$ cat src/rtl/atommc_responder.sv
// AtoMMC bus responder: Atom-side register file, command handshake and data FIFOs.
// Define ATOMMC_WRFIFO_EN for a 16-deep write FIFO; otherwise a 1-byte holding register.
module atommc_responder (
  input  logic       Sys_Clk,
  input  logic       Sys_Reset,
  input  logic [2:0] PIC_Addr,
  input  logic       PIC_nRD,
  input  logic       PIC_nWR,
  input  logic       PIC_nEn,
  input  logic [7:0] Bus_Din,
  output logic [7:0] Bus_Dout,
  output logic       Bus_Oe,
  output logic       Cmd_Valid,
  output logic [7:0] Cmd_Code,
  input  logic       Cmd_Ack,
  input  logic       Rsp_Valid,
  input  logic [7:0] Rsp_Data,
  output logic       Wf_Valid,
  output logic [7:0] Wf_Data,
  input  logic       Wf_Pop,
  input  logic       Rf_Push,
  input  logic [7:0] Rf_Data,
  output logic       Rf_Full
);

  typedef enum logic [1:0] {
    S_IDLE,
    S_OFFER,
    S_WAIT
  } state_t;

  state_t state;

  logic [2:0] nrd_q;
  logic [2:0] nwr_q;
  logic       rd_ev;
  logic       wr_ev;
  logic [2:0] wr_addr;
  logic [7:0] wr_data;
  logic [2:0] rd_addr;

  logic       wr_cmd;
  logic       wr_latch;
  logic       wr_fifo;
  logic       rd_ok;
  logic       rd_stat;
  logic       rd_pop;

  logic [7:0] latch_r;
  logic [7:0] rsp_r;
  logic       cmd_err;
  logic       wf_ovf;
  logic       busy;
  logic [7:0] status;

  logic [7:0] rf_mem [16];
  logic [4:0] rf_wp;
  logic [4:0] rf_rp;
  logic       rf_empty;
  logic       rf_full;
  logic       rf_do_push;
  logic       rf_do_pop;
  logic [7:0] rf_head;

  logic       wf_empty;
  logic       wf_full;
  logic       wf_do_push;
  logic       wf_do_pop;

  // Two-stage synchronizers plus one extra stage for edge detection
  always_ff @(posedge Sys_Clk or posedge Sys_Reset) begin
    if (Sys_Reset) begin
      nrd_q <= 3'b111;
      nwr_q <= 3'b111;
    end else begin
      nrd_q <= {nrd_q[1:0], PIC_nRD};
      nwr_q <= {nwr_q[1:0], PIC_nWR};
    end
  end

  assign rd_ev = nrd_q[1] & ~nrd_q[2];
  assign wr_ev = nwr_q[1] & ~nwr_q[2];

  // Capture address/data while a strobe is held low; events use the last sample
  always_ff @(posedge Sys_Clk or posedge Sys_Reset) begin
    if (Sys_Reset) begin
      wr_addr <= 3'd0;
      wr_data <= 8'h00;
      rd_addr <= 3'd0;
    end else begin
      if (!nwr_q[1]) begin
        wr_addr <= PIC_Addr;
        wr_data <= Bus_Din;
      end
      if (!nrd_q[1]) begin
        rd_addr <= PIC_Addr;
      end
    end
  end

  assign wr_cmd   = wr_ev && (wr_addr == 3'd0);
  assign wr_latch = wr_ev && (wr_addr == 3'd1);
  assign wr_fifo  = wr_ev && (wr_addr == 3'd3);
  // A coincident write wins over a read
  assign rd_ok    = rd_ev && !wr_ev;
  assign rd_stat  = rd_ok && (rd_addr == 3'd4);
  assign rd_pop   = rd_ok && (rd_addr == 3'd2);

  assign busy   = (state != S_IDLE);
  assign status = {busy, cmd_err, wf_ovf, rf_empty, wf_full, 3'b000};

  // Read FIFO: 16 entries, extra pointer bit separates full from empty
  assign rf_empty   = (rf_wp == rf_rp);
  assign rf_full    = (rf_wp[3:0] == rf_rp[3:0]) && (rf_wp[4] != rf_rp[4]);
  assign rf_do_push = Rf_Push && !rf_full;
  assign rf_do_pop  = rd_pop && !rf_empty;
  assign rf_head    = rf_mem[rf_rp[3:0]];
  assign Rf_Full    = rf_full;

  // Read FIFO storage
  always_ff @(posedge Sys_Clk) begin
    if (rf_do_push) begin
      rf_mem[rf_wp[3:0]] <= Rf_Data;
    end
  end

  // Read FIFO pointers
  always_ff @(posedge Sys_Clk or posedge Sys_Reset) begin
    if (Sys_Reset) begin
      rf_wp <= 5'd0;
      rf_rp <= 5'd0;
    end else begin
      if (rf_do_push) begin
        rf_wp <= rf_wp + 5'd1;
      end
      if (rf_do_pop) begin
        rf_rp <= rf_rp + 5'd1;
      end
    end
  end

  assign wf_do_pop = Wf_Pop && !wf_empty;

`ifdef ATOMMC_WRFIFO_EN
  logic [7:0] wf_mem [16];
  logic [4:0] wf_wp;
  logic [4:0] wf_rp;

  assign wf_empty   = (wf_wp == wf_rp);
  assign wf_full    = (wf_wp[3:0] == wf_rp[3:0]) && (wf_wp[4] != wf_rp[4]);
  assign wf_do_push = wr_fifo && !wf_full;
  assign Wf_Data    = wf_mem[wf_rp[3:0]];

  // Write FIFO storage
  always_ff @(posedge Sys_Clk) begin
    if (wf_do_push) begin
      wf_mem[wf_wp[3:0]] <= wr_data;
    end
  end

  // Write FIFO pointers
  always_ff @(posedge Sys_Clk or posedge Sys_Reset) begin
    if (Sys_Reset) begin
      wf_wp <= 5'd0;
      wf_rp <= 5'd0;
    end else begin
      if (wf_do_push) begin
        wf_wp <= wf_wp + 5'd1;
      end
      if (wf_do_pop) begin
        wf_rp <= wf_rp + 5'd1;
      end
    end
  end
`else
  logic [7:0] wf_hold;
  logic       wf_vld;

  assign wf_empty   = !wf_vld;
  assign wf_full    = wf_vld;
  assign wf_do_push = wr_fifo && !wf_full;
  assign Wf_Data    = wf_hold;

  // Single-byte holding register behaving as a depth-1 FIFO
  always_ff @(posedge Sys_Clk or posedge Sys_Reset) begin
    if (Sys_Reset) begin
      wf_hold <= 8'h00;
      wf_vld  <= 1'b0;
    end else begin
      if (wf_do_push) begin
        wf_hold <= wr_data;
        wf_vld  <= 1'b1;
      end else if (wf_do_pop) begin
        wf_vld  <= 1'b0;
      end
    end
  end
`endif

  assign Wf_Valid = !wf_empty;

  // Latch register and sticky error flags
  always_ff @(posedge Sys_Clk or posedge Sys_Reset) begin
    if (Sys_Reset) begin
      latch_r <= 8'h00;
      cmd_err <= 1'b0;
      wf_ovf  <= 1'b0;
    end else begin
      if (wr_latch) begin
        latch_r <= wr_data;
      end
      if (wr_cmd && busy) begin
        cmd_err <= 1'b1;
      end else if (rd_stat) begin
        cmd_err <= 1'b0;
      end
      if (wr_fifo && wf_full) begin
        wf_ovf <= 1'b1;
      end else if (rd_stat) begin
        wf_ovf <= 1'b0;
      end
    end
  end

  // Command handshake FSM with registered outputs
  always_ff @(posedge Sys_Clk or posedge Sys_Reset) begin
    if (Sys_Reset) begin
      state     <= S_IDLE;
      Cmd_Valid <= 1'b0;
      Cmd_Code  <= 8'h00;
      rsp_r     <= 8'h00;
    end else begin
      case (state)
        S_IDLE: begin
          if (wr_cmd) begin
            Cmd_Code  <= wr_data;
            Cmd_Valid <= 1'b1;
            state     <= S_OFFER;
          end
        end
        S_OFFER: begin
          if (Cmd_Ack) begin
            Cmd_Valid <= 1'b0;
            state     <= S_WAIT;
          end
        end
        S_WAIT: begin
          if (Rsp_Valid) begin
            rsp_r <= Rsp_Data;
            state <= S_IDLE;
          end
        end
        default: begin
          Cmd_Valid <= 1'b0;
          state     <= S_IDLE;
        end
      endcase
    end
  end

  // Read data mux, registered every cycle from the live address
  always_ff @(posedge Sys_Clk or posedge Sys_Reset) begin
    if (Sys_Reset) begin
      Bus_Dout <= 8'hFF;
    end else begin
      case (PIC_Addr)
        3'd0:    Bus_Dout <= rsp_r;
        3'd1:    Bus_Dout <= latch_r;
        3'd2:    Bus_Dout <= rf_empty ? 8'hFF : rf_head;
        3'd4:    Bus_Dout <= status;
        default: Bus_Dout <= 8'hFF;
      endcase
    end
  end

  assign Bus_Oe = !PIC_nRD && !PIC_nEn;

endmodule

$ cat config.mk
export PLATFORM = sky130hd
export DESIGN_NAME = atommc_responder
export DESIGN_NICKNAME = d
export VERILOG_FILES = /design/src/rtl/atommc_responder.sv
export SDC_FILE = /design/constraint.sdc
export NUM_CORES = 1
export LEC_CHECK = 0
export BUFFER_PORTS_ARGS = -buffer_cell sky130_fd_sc_hd__buf_4
export CORE_AREA = 2 2 122 124
export DETAILED_ROUTE_END_ITERATION = 12
export DIE_AREA = 0 0 124 126
export GPL_ROUTABILITY_DRIVEN = 0
export MAX_ROUTING_LAYER = met4
export PLACE_DENSITY = 0.84
export RECOVER_POWER = 25
export REMOVE_ABC_BUFFERS = 1
export SKIP_LAST_GASP = 1
export SYNTH_ARGS = -nofsm -noshare
export SYNTH_HDL_FRONTEND = slang
export SYNTH_SLANG_ARGS = --single-unit
$ cat constraint.sdc
create_clock -name Sys_Clk -period 2.56 [get_ports Sys_Clk]
set_input_delay 0.128 -clock Sys_Clk [delete_from_list [all_inputs] [get_ports Sys_Clk]]
set_output_delay 0.128 -clock Sys_Clk [all_outputs]
set_load 0.1 [all_outputs]
# [Word level (Yosys, flattened, before mapping)]
# Memory sizes are Yosys's and may differ from the RTL's.
# Index checks and enable logic that the tools add are counted.
# Widths: inputs -> output; s select.
[op_classes] n_reduce_logical=31 muxes=16 n_eq_ne=15 n_addsub=2 n_bitwise=5
[op_table] op="$pmux 8 s4" n=1
[op_table] op="$logic_and 1x1->1" n=14
[op_table] op="$add 5x1->5 const B" n=2
[op_table] op="$eq 3x2->1 const B" n=3
[op_table] op="$mux 1" n=9
[op_table] op="$mux 8" n=1
[op_table] op="$reduce_bool 2->1" n=4
[op_table] op="$eq 3x1->1 const B" n=2
[op_table] op="$eq 3x3->1 const B" n=2
[op_table] op="$logic_not 1->1" n=6
[op_table] op="$logic_not 3->1" n=2
[op_table] op="$mux 2" n=3
[op_table] op="$ne 2x2->1 const B" n=3
[op_table] op="$pmux 2 s3" n=1
[op_table] op="$reduce_and 3->1" n=2
[op_table] op="$eq 5x5->1" n=1
[op_table] op="$eq 4x4->1" n=1
[op_table] op="$reduce_and 2->1" n=2
[op_table] op="$not 1->1" n=3
[op_table] op="$pmux 1 s3" n=1
[op_table] op="$and 1x1->1" n=2
[op_table] op="$eq 2x1->1 const B" n=1
[op_table] op="$eq 2x2->1 const B" n=1
[op_table] op="$logic_not 2->1" n=1
[op_table] op="$ne 1x1->1" n=1
[word_totals] output_inout_bits=28 inputBits=36 n_memories=1 ram_bits=128 word_cells=87 reg_bits=76
[memory_table] name="rf_mem" words=16 width=8 read_ports=1 rd_ports_with_merged_regs=0 write_ports=1 line_no="56" rtl="logic [7:0] rf_mem [16];"

# [Logic depth before layout (Yosys ltp)]
# Gate-level depths: netlist of the first run.
[depth] word_depth=7 ltp_mapped=7 depth_no_buf=4

# [Worst setup path before layout of the first run]
# Ideal clock, no wire load.
[synth_path] path_type="register -> output" from="reg rf_rp[2]" to="out Rf_Full" path_stages_with_launch=5 arrival_time_ps=2142 slack_ps=290 n_path_buf=1 cell_sequence="dfrtp_1 buf_4 xnor2_1 nand4_1 nor2_1"
[synth_via] elab_chain_cells=2
[synth_lines] item="from (decl)" line_no="58" rtl="logic [4:0] rf_rp;"
[synth_lines] item="from (signal assigned)" line_no="137" rtl="rf_rp <= rf_rp + 5'd1;"
[synth_lines] item="$eq 4x4->1" line_no="114" rtl="assign rf_full = (rf_wp[3:0] == rf_rp[3:0]) && (rf_wp[4] != rf_rp[4]);"
[synth_lines] item="$logic_and 1x1->1" line_no="114"
[synth_lines] item="to (decl)" line_no="23" rtl="output logic Rf_Full"
# No other way between the ends.

# [Worst setup path in the final report of the first run]
[layout_path] from="reg rf_wp[4]" to="mem rf_mem[1][1] (enable)"
[layout_via] elab_chain_cells=6
[layout_lines] item="from (decl)" line_no="57" rtl="logic [4:0] rf_wp;"
[layout_lines] item="from (signal assigned)" line_no="134" rtl="rf_wp <= rf_wp + 5'd1;"
[layout_lines] item="$ne 1x1->1" line_no="114"
[layout_lines] item="$logic_and 1x1->1" line_no="114"
[layout_lines] item="$logic_not 1->1" line_no="115" rtl="assign rf_do_push = Rf_Push && !rf_full;"
[layout_lines] item="$logic_and 1x1->1" line_no="115"
[layout_lines] item="$mux 1" line_no="122" rtl="if (rf_do_push) begin"
[layout_lines] item="$mux 1 (implied by the code)" line_no="123" rtl="rf_mem[rf_wp[3:0]] <= Rf_Data;"
[layout_lines] item="to (decl)" line_no="56"
# No other way between the ends.

==> results of run 1 <==
per-stage QoR:
step                std cells  utilization (%)  cell area (um^2)  total power (W)  setup slack [ps]
floorplan                 482                -              8290          0.00667              -967
global placement          741             63.6              9110          0.00744               487
detailed placement        741             63.6              9110          0.00755               406
CTS                       812             71.1             10200           0.0108               348
global route              812             71.0             10200           0.0112               184
finish                    812             71.0             10200           0.0108               310
flip-flops by register name (all words and copies together), names as in the netlist:
register,count
rf_mem,128
Bus_Dout,8
Cmd_Code,8
Wf_Data,8
latch_r,8
rsp_r,8
wr_data,8
rf_rp,5
rf_wp,5
nrd_q,3
nwr_q,3
rd_addr,3
wr_addr,3
state,2
Cmd_Valid,1
Wf_Valid,1
cmd_err,1
wf_ovf,1
cell usage in the layout, fill, tap and decap left out, types with 5 or more instances in the layout:
cell and instances:
nor2_1 13, clkbuf_8 5, dfstp_2 14, nor3b_1 5
inv_1 17, nand3b_1 5, o211ai_1 10, ha_1 5
clkbuf_16 21, mux4_2 11, xnor2_1 10, buf_4 63
o22ai_1 14, clkbuf_1 8, dlygate4sd3_1 33, nand2_1 11
edfxtp_1 128, and3_1 14, o21ai_0 18, a211oi_1 8
mux2i_1 30, nor2b_1 6, mux4_1 6, mux2_2 57
dfrtp_1 61
kinds of logic after synthesis:
family                     Yosys count  share of synthesized area [%]
xor gates and xnor gates            14                           1.67
buffers and inverters               43                           2.61
AOI/OAI and AO/OA                   64                           5.78
muxes                              104                           16.0
adders and majority gates            5                          0.741
and+or+nand+nor                     74                           4.99
DFF                                204                           68.2
worst min-delay path by stage:
| stage | startpoint | endpoint | slack, ps |
|---|---|---|---|
| final | PIC_Addr[2] | rd_addr[2]$_DFFE_PP0N_ | 10 |
| after floorplan | PIC_nRD | nrd_q[0]$_DFF_PP1_ | 130 |
| after CTS | PIC_Addr[2] | rd_addr[2]$_DFFE_PP0N_ | 7 |
| after global routing | PIC_Addr[2] | rd_addr[2]$_DFFE_PP0N_ | 20 |
| after detailed placement | Sys_Reset | Cmd_Code[0]$_DFFE_PP0P_ | 120 |
| after global placement | Sys_Reset | Cmd_Code[2]$_DFFE_PP0P_ | 110 |
worst max-delay path, delay by kind of cell (launching register included):
kind,cells,cell delay (ps)
flops,1,440
xor+xnor,1,200
compound gates,1,180
simple gates,1,470
buf+inv,3,610
final cells by class:
| cell class | instances | area, um^2 | share of cell area [%] |
|---|---|---|---|
| Clock buffer | 28 | 606 | 5.96 |
| Sequential cell | 204 | 5760 | 56.8 |
| Multi-Input combinational cell | 261 | 2460 | 24.2 |
| Inverter | 17 | 63.8 | 0.628 |
| Clock inverter | 10 | 139 | 1.37 |
| Tap cell | 184 | 230 | 2.27 |
| Timing Repair Buffer | 108 | 892 | 8.78 |
power breakdown:
group / switching, W / total [W] / internal [W]
logic: 0.00214 / 0.00322 / 0.00108
registers: 0.000302 / 0.00438 / 0.00407
clock network: 0.00124 / 0.00322 / 0.00197
total: 0.00368 / 0.0108 / 0.00713
repair_timing:
item | CTS | global route
hold endpoints to repair | 176 | 0
endpoints found under the setup margin | 0 | 0
hold buffers | 33 | 0
gates resized for setup | 0 | 0
metal layers:
layer / vias to the layer above / track usage [%]
met5: - / -
met4: 0 / 5.82
met3: 30 / 4.89
met2: 257 / 41.1
met1: 2491 / 34.6
li1: 2170 / -
==> run_results.csv, run 1 <==
group,metric,value,unit
floorplan,fp.dieW,124,um
pwr,p_per_area,1060,mW/mm^2
timing,max_slew_margin,41.2,%
global_route,grt_pass1_wl,29.2,mm
routing,vias,4948,
synth,netlist_area,0.00844,mm^2
cts,cts_buffers,21,
synth,synth_area_leaders,"edfxtp_1, dfrtp_1, mux2_2",
timing,setup_tns,0,ps
critical_path,start_kind,"flop",
pwr,irDropWorstVdd,0.781,mV
critical_path,cp_slowest_cell,"and3_1",
timing,fin_worst_skew,26.0,ps
critical_path,cp-endpoint,"rf_mem[1][1]$_DFFE_PP_",
cts,cts_num_sinks,204,
run_status,outcome,"finished clean",
cells_and_area,antenna_cells,0,
floorplan,start_util,59.0,%
cts,cts_setup_buffers,0,
floorplan,io_pins,64,
critical_path,r2r_cells,6,
critical_path,r2r-start,"rf_wp[4]$_DFFE_PP0P_",
synth,synthArstFlopShare,37.3,%
synth,syn_area_per_cell,16.6,um^2
routing,wl,18.7,mm
routing,first_iter_violations,557,
critical_path,crit_chain,"xnor2_4 > buf_4 > inv_1 > a21boi_1 > buf_4 > and3_1",
synth,synth_top_cell_area_share,45.5,%
place,place.port_buffers,63,
critical_path,crit_top_cell,"buf_4",
critical_path,crit_type,"flop to flop",
critical_path,cpPeakStageDelay,470,ps
routing,met2WireLength,9.23,mm
synth,yosys_register_bits,204,
cells_and_area,drive_gt1_share,31.2,%
timing,slew_viol_final,0,
worst_hold_path,hp-class,"input pin to flop",
global_route,first_global_vias,5140,
routing,wirelength_met1,7.57,mm
routing,viasPerCell,6.09,
global_route,grt_usage,25.7,%
floorplan,rows,44,
cells_and_area,nets,654,
global_route,grt_remaining_overflow,0,
routing,highest_layer,"met4",
synth,yosys-top-cells-count,"edfxtp_1, dfrtp_1, mux2_2, mux2i_1, o21ai_0",
cells_and_area,area_growth,20.3,%
global_route,antenna_found_initial,0,
pwr,leakage,3.79,nW
timing,fin_crit,2250,ps
timing,clock.fmax,444,MHz
routing,route.met3.wl,1.61,mm
floorplan,fp.dieH,126,um
timing,setup_viol,0,
cells_and_area,fillerInstances,858,
global_route,grt_max_degree,50,
floorplan,placeableCoreArea,0.0143,mm^2
synth,yosys.cell_count.top_type,"edfxtp_1",
synth,syn_inst,508,
synth,yosysSeqAreaShare,68.2,%
cts,clockBufferDepth,3,
synth,synth_edf_count,128,
timing,worstMarginPinSlew,882,ps
floorplan,die-area,0.0156,mm^2
synth,yosysTopAreaCell,"edfxtp_1",
cts,cts_tree,"built",
critical_path,worstReg2RegEnd,"rf_mem[1][1]$_DFFE_PP_",
critical_path,regToRegSetupSlack,310,ps
critical_path,crit_arrival,2400,ps
run,maxCapViolations,0,
routing,drc,0,
cts,insertion_delay,500,ps
timing,rsz0062_at_grt,"false",
critical_path,end_kind,"flop",
routing,detail_route.wl_per_cell,23.1,um
critical_path,crit_required,2710,ps
critical_path,cp_max_fo,15,
place,hpwl,11.8,mm
cts,clkTransAtPathRegs,60,ps
routing,antenna_left,0,
timing,hold_viol_final,0,
critical_path,worstSetupStartpoint,"rf_wp[4]$_DFFE_PP0P_",
cts,clockRootBuffer,"clkbuf_16",
synth,synth_warnings,0,
synth,synthDistinctLibCells,47,
worst_hold_path,whs_path_depth,2,
timing,timing.hold.ws,13.9,ps
timing,fin_crit_sh,87.9,%
cts,h-tree-depth,1,
synth,synthFlopType,"edfxtp_1",
routing,first_pass_iters,5,
(Power assumes the default switching activity.)
==> inputs of run 2 (changes only) <==
--- a/config.mk
+++ b/config.mk
@@ -6,15 +6,16 @@
 export NUM_CORES = 1
 export LEC_CHECK = 0
 export BUFFER_PORTS_ARGS = -buffer_cell sky130_fd_sc_hd__buf_4
-export CORE_AREA = 2 2 122 124
+export CORE_AREA = 2 2 117 130
 export DETAILED_ROUTE_END_ITERATION = 12
-export DIE_AREA = 0 0 124 126
+export DIE_AREA = 0 0 119 132
 export GPL_ROUTABILITY_DRIVEN = 0
 export MAX_ROUTING_LAYER = met4
-export PLACE_DENSITY = 0.84
+export PLACE_DENSITY = 0.83
 export RECOVER_POWER = 25
 export REMOVE_ABC_BUFFERS = 1
 export SKIP_LAST_GASP = 1
+export SLEW_MARGIN = 5
 export SYNTH_ARGS = -nofsm -noshare
 export SYNTH_HDL_FRONTEND = slang
 export SYNTH_SLANG_ARGS = --single-unit
==> constraint.sdc (replaced) <==
create_clock -name Sys_Clk -period 2.56 [get_ports Sys_Clk]
set_input_delay 0.256 -clock Sys_Clk [delete_from_list [all_inputs] [get_ports Sys_Clk]]
set_output_delay 0.256 -clock Sys_Clk [all_outputs]
set_load 0.1 [all_outputs]
==> run_results.csv, run 2 (synthesis results as in run 1) <==
group,metric,value,unit
floorplan,start_util,58.9,%
cts,cts_resized,0,
critical_path,cp_num_buf_inv,2,
cells_and_area,final_cell_area,0.00983,mm^2
timing,rsz0062_at_grt,"false",
routing,wl,17.3,mm
global_route,grt_pass1_wl,27.7,mm
routing,vias,4824,
place,place.port_buffers,63,
pwr,leakage,3.64,nW
floorplan,placeableCoreArea,0.0143,mm^2
timing,fin_crit_sh,89.9,%
cts,cts_num_sinks,204,
run,maxCapViolations,0,
critical_path,crit_top_cell,"buf_4",
place,post-place-ws,315,ps
place,placed_area,0.00912,mm^2
cells_and_area,final_cell_mix,"edfxtp_1, buf_4, dfrtp_1, mux2_2, mux2i_1",
cts,h-tree-depth,1,
pwr,p_per_area,1050,mW/mm^2
critical_path,r2r_cells,6,
cts,cts_hold_buf,10,
critical_path,worstReg2RegEnd,"rf_mem[12][3]$_DFFE_PP_",
critical_path,start_kind,"flop",
critical_path,cpLargestDelayFamily,"buffers and inverters",
timing,fin_worst_skew,20.2,ps
critical_path,crit_type,"flop to output port",
cells_and_area,finalNonFillerCells,799,
worst_hold_path,hp-class,"input pin to flop",
routing,first_iter_violations,512,
floorplan,fp.dieW,119,um
cts,cts_buffers,21,
pwr,p_seq_share,42.6,%
global_route,grt_remaining_overflow,0,
cells_and_area,antenna_cells,0,
timing,setup_viol,0,
critical_path,regToRegSetupSlack,370,ps
routing,viasPerCell,6.04,
critical_path,worstSetupPathDepth,5,
place,hpwl,11.5,mm
timing,fin_crit,2300,ps
pwr,power_switching,0.00354,W
routing,drc,0,
floorplan,fp.dieH,132,um
global_route,grt_usage,23.4,%
cells_and_area,nets,634,
critical_path,cp-endpoint,"Rf_Full",
critical_path,worstSetupStartpoint,"rf_wp[1]$_DFFE_PP0P_",
cts,cts_setup_buffers,0,
cells_and_area,area_growth,16.4,%
pwr,intPower,0.00676,W
cts,clockBufferDepth,3,
timing,clock.fmax,434,MHz
critical_path,cp_slowest_cell,"dfrtp_1",
routing,first_pass_iters,5,
cells_and_area,final_common_cell,"edfxtp_1",
critical_path,cpPeakStageDelay,460,ps
floorplan,io_pins,64,
critical_path,crit_arrival,2050,ps
cells_and_area,largest_register_ffs,128,
cts,clkTransAtPathRegs,60,ps
pwr,pwr-share-comb,30.2,%
timing,setup_ws,258,ps
critical_path,crit_chain,"xnor2_1 > nand4_1 > buf_4 > nor2_1 > buf_4",
floorplan,die-area,0.0157,mm^2
pwr,irDropWorstVdd,0.639,mV
routing,antenna_left,0,
global_route,grt_max_degree,51,
timing,max_slew_margin,28.6,%
cts,cts_tree,"built",
pwr,swShare,34.4,%
floorplan,rows,46,
timing,slew_viol_final,0,
critical_path,cp_max_fo,6,
worst_hold_path,min_from,"Rsp_Data[0]",
global_route,antenna_found_initial,0,
timing,hold_viol_final,0,
critical_path,end_kind,"output port",
critical_path,r2r-start,"rf_wp[4]$_DFFE_PP0P_",
timing,worstMarginPinSlew,1060,ps
run_status,outcome,"finished clean",
place,dp_cells,751,
cells_and_area,drive_gt1_share,31.0,%
cells_and_area,final_core_util,68.6,%
cts,clockRootBuffer,"clkbuf_16",
timing,setup_tns,0,ps
global_route,first_global_vias,5074,
pwr,p_clk_share,27.3,%
cts,insertion_delay,490,ps
routing,detail_route.wl_per_cell,21.7,um
critical_path,crit_required,2300,ps
-- run 2: final cells by class --
class	instances	area, um^2
multi-input cells	261	2460
repair buffers	88	671
fillers	928	4500
inverters	17	63.8
flip-flops and latches	204	5760
clock buffers	30	601
well taps	192	240
clock inverters	7	30.0
-- run 2: through the flow --
stage / hold WS (ps) / total power [W]
floorplan: 260 / 0.00667
global placement: 347 / 0.00741
detailed placement: 343 / 0.00750
CTS: 2.64 / 0.0103
global route: 1.11 / 0.0107
finish: 11.3 / 0.0103
-- run 2: worst min-delay path by stage --
stage | endpoint | slack (ps) | cells after the start
2_1_floorplan | nrd_q[0]$_DFF_PP1_ | 260 | 0
3_3_place_gp | rf_rp[2]$_DFFE_PP0P_ | 350 | 3
3_5_place_dp | rf_rp[0]$_DFFE_PP0P_ | 340 | 3
4_1_cts | wr_data[0]$_DFFE_PP0N_ | 3 | 2
5_1_grt | wr_data[3]$_DFFE_PP0N_ | 1 | 2
6_report | rsp_r[0]$_DFFE_PP0P_ | 10 | 2
-- run 2: power groups by stage --
stage,combinational [W],sequential [W],clock [W]
after detailed placement,0.00307,0.00443,0
final,0.00311,0.00438,0.00281
after CTS,0.00312,0.00438,0.00284
after global routing,0.00327,0.00443,0.00298
after global placement,0.00302,0.00439,0
after floorplan,0.00122,0.00545,0
-- run 2: metal layers --
layer  routed length [um]  global-route usage (%)
met1                 6560                    29.3
met2                 9040                    39.5
met3                 1100                    2.94
met4                  611                    8.66
met5                    0                       -
==> inputs of run 3 (changes only) <==
--- a/config.mk
+++ b/config.mk
@@ -6,14 +6,15 @@
 export NUM_CORES = 1
 export LEC_CHECK = 0
 export BUFFER_PORTS_ARGS = -buffer_cell sky130_fd_sc_hd__buf_4
-export CORE_AREA = 2 2 117 130
+export CORE_AREA = 2 2 122 124
 export DETAILED_ROUTE_END_ITERATION = 12
-export DIE_AREA = 0 0 119 132
+export DIE_AREA = 0 0 124 126
 export GPL_ROUTABILITY_DRIVEN = 0
 export MAX_ROUTING_LAYER = met4
-export PLACE_DENSITY = 0.83
+export PLACE_DENSITY = 0.78
 export RECOVER_POWER = 25
 export REMOVE_ABC_BUFFERS = 1
+export SETUP_SLACK_MARGIN = 0.3
 export SKIP_LAST_GASP = 1
 export SLEW_MARGIN = 5
 export SYNTH_ARGS = -nofsm -noshare
==> run_results.csv, run 3 (synthesis results as in run 1) <==
group,metric,value,unit
floorplan,start_util,59.0,%
place,post-place-ws,383,ps
cells_and_area,largest_register_ffs,128,
critical_path,cp_max_fo,5,
pwr,intPower,0.00695,W
run,maxCapViolations,0,
floorplan,io_pins,64,
floorplan,fp.dieH,126,um
cells_and_area,antenna_cells,0,
routing,first_iter_violations,377,
routing,vias,4853,
routing,detail_route.wl_per_cell,23.4,um
routing,viasPerCell,6.15,
cts,clockBufferDepth,3,
global_route,grt_remaining_overflow,0,
critical_path,cpLargestDelayFamily,"simple AND/OR/NAND/NOR gates",
floorplan,fp.dieW,124,um
cells_and_area,final_cell_mix,"edfxtp_1, buf_4, dfrtp_1, mux2_2, mux2i_1",
cts,clockRootBuffer,"clkbuf_16",
timing,slew_viol_final,0,
pwr,leakage,3.64,nW
floorplan,die-area,0.0156,mm^2
critical_path,start_kind,"flop",
pwr,p_per_area,1070,mW/mm^2
global_route,grt_pass1_wl,28.7,mm
critical_path,crit_chain,"xnor2_1 > nand4_1 > nor2_1 > buf_6",
cells_and_area,final_cell_area,0.00988,mm^2
place,hpwl,11.7,mm
timing,fin_worst_skew,28.1,ps
timing,fin_crit,2200,ps
timing,rsz0062_at_grt,"true",
cells_and_area,nets,632,
timing,max_slew_margin,35.4,%
pwr,pwr-share-comb,30.1,%
run_status,outcome,"finished clean",
timing,setup_viol,0,
cts,h-tree-depth,1,
cells_and_area,drive_gt1_share,32.9,%
critical_path,crit_type,"flop to output port",
cts,cts_buffers,20,
routing,first_pass_iters,7,
global_route,grt_max_degree,48,
timing,setup_tns,0,ps
routing,drc,0,
pwr,irDropWorstVdd,0.603,mV
timing,hold_viol_final,0,
critical_path,cp_num_buf_inv,1,
place,place.port_buffers,63,
global_route,antenna_found_initial,0,
cts,clkTransAtPathRegs,60,ps
place,placed_area,0.00909,mm^2
cells_and_area,area_growth,17.1,%
cells_and_area,finalNonFillerCells,789,
critical_path,cpPeakStageDelay,430,ps
critical_path,end_kind,"output port",
global_route,grt_usage,25.4,%
pwr,power_switching,0.00360,W
pwr,swShare,34.1,%
cells_and_area,final_common_cell,"edfxtp_1",
cts,cts_num_sinks,204,
floorplan,placeableCoreArea,0.0143,mm^2
timing,clock.fmax,454,MHz
critical_path,cp_slowest_cell,"dfrtp_1",
floorplan,rows,44,
timing,fin_crit_sh,86.0,%
pwr,p_seq_share,41.3,%
routing,antenna_left,0,
pwr,p_clk_share,28.6,%
cts,cts_tree,"built",
cts,cts_setup_buffers,0,
worst_hold_path,hp-class,"input pin to flop",
critical_path,crit_arrival,1950,ps
timing,setup_ws,358,ps
timing,worstMarginPinSlew,969,ps
cts,insertion_delay,500,ps
place,dp_cells,741,
critical_path,crit_required,2300,ps
routing,wl,18.4,mm
global_route,first_global_vias,5121,
==> run 3: what timing repair did <==
item | 4_1_cts | 5_1_grt
hold endpoints to repair | 32 | 0
setup endpoints to repair | 0 | 90
resized for setup | 0 | 13
hold buffers | 12 | 0
==> run 3: path summary, 6_finish.rpt <==
path | slack [ps] | start | depth (start not counted) | end
worst max-delay path | 360 | rf_wp[0]$_DFFE_PP0P_ | 4 | Rf_Full
max in group asynchronous | 1350 | Sys_Reset | 4 | Bus_Dout[4]$_DFF_PP1_
worst max register to register | 400 | rf_wp[4]$_DFFE_PP0P_ | 6 | rf_mem[10][0]$_DFFE_PP_
worst min-delay path | 10 | Bus_Din[7] | 2 | wr_data[7]$_DFFE_PP0N_
worst min register to register | 350 | nrd_q[0]$_DFF_PP1_ | 0 | nrd_q[1]$_DFF_PP1_
min in group asynchronous | 450 | Sys_Reset | 3 | rf_wp[0]$_DFFE_PP0P_
==> run 3: power groups by stage <==
stage,sequential (W),clock (W),combinational (W)
after floorplan,0.00545,0,0.00122
after global placement,0.00438,0,0.00307
after detailed placement,0.00442,0,0.00312
after CTS,0.00436,0.00305,0.00316
after global routing,0.00441,0.00318,0.00334
final,0.00436,0.00302,0.00318
==> run 3: per-layer routing <==
layer	global-route usage [%]	vias up	share of wire, %
li1	-	2115	-
met1	33.8	2491	40
met2	40.3	204	50
met3	4.35	43	7.2
met4	8.20	0	2.9
met5	-	-	0
==> run 3: worst reg2reg max path, stage by stage, from the launching register on <==
cell,delay (ps)
dfrtp_1,450
xnor2_4,200
buf_4,280
inv_1,100
a21boi_1,160
buf_4,210
and3_1,410
==> run 3: area by class of cell <==
type | count | area, um^2
well taps | 184 | 230
inverters | 17 | 63.8
flip-flops and latches | 204 | 5760
fillers | 927 | 4430
multi-input cells | 261 | 2470
repair buffers | 87 | 673
clock buffers | 29 | 554
clock inverters | 7 | 124
==> run 3: stage by stage <==
step	util, %	hold slack, ps	total power, W
6_report	69.1	10.3	0.0106
5_1_grt	69.1	2.24	0.0109
4_1_cts	69.1	1.18	0.0106
3_5_place_dp	63.5	347	0.00753
3_3_place_gp	63.5	348	0.00745
2_1_floorplan	-	260	0.00667
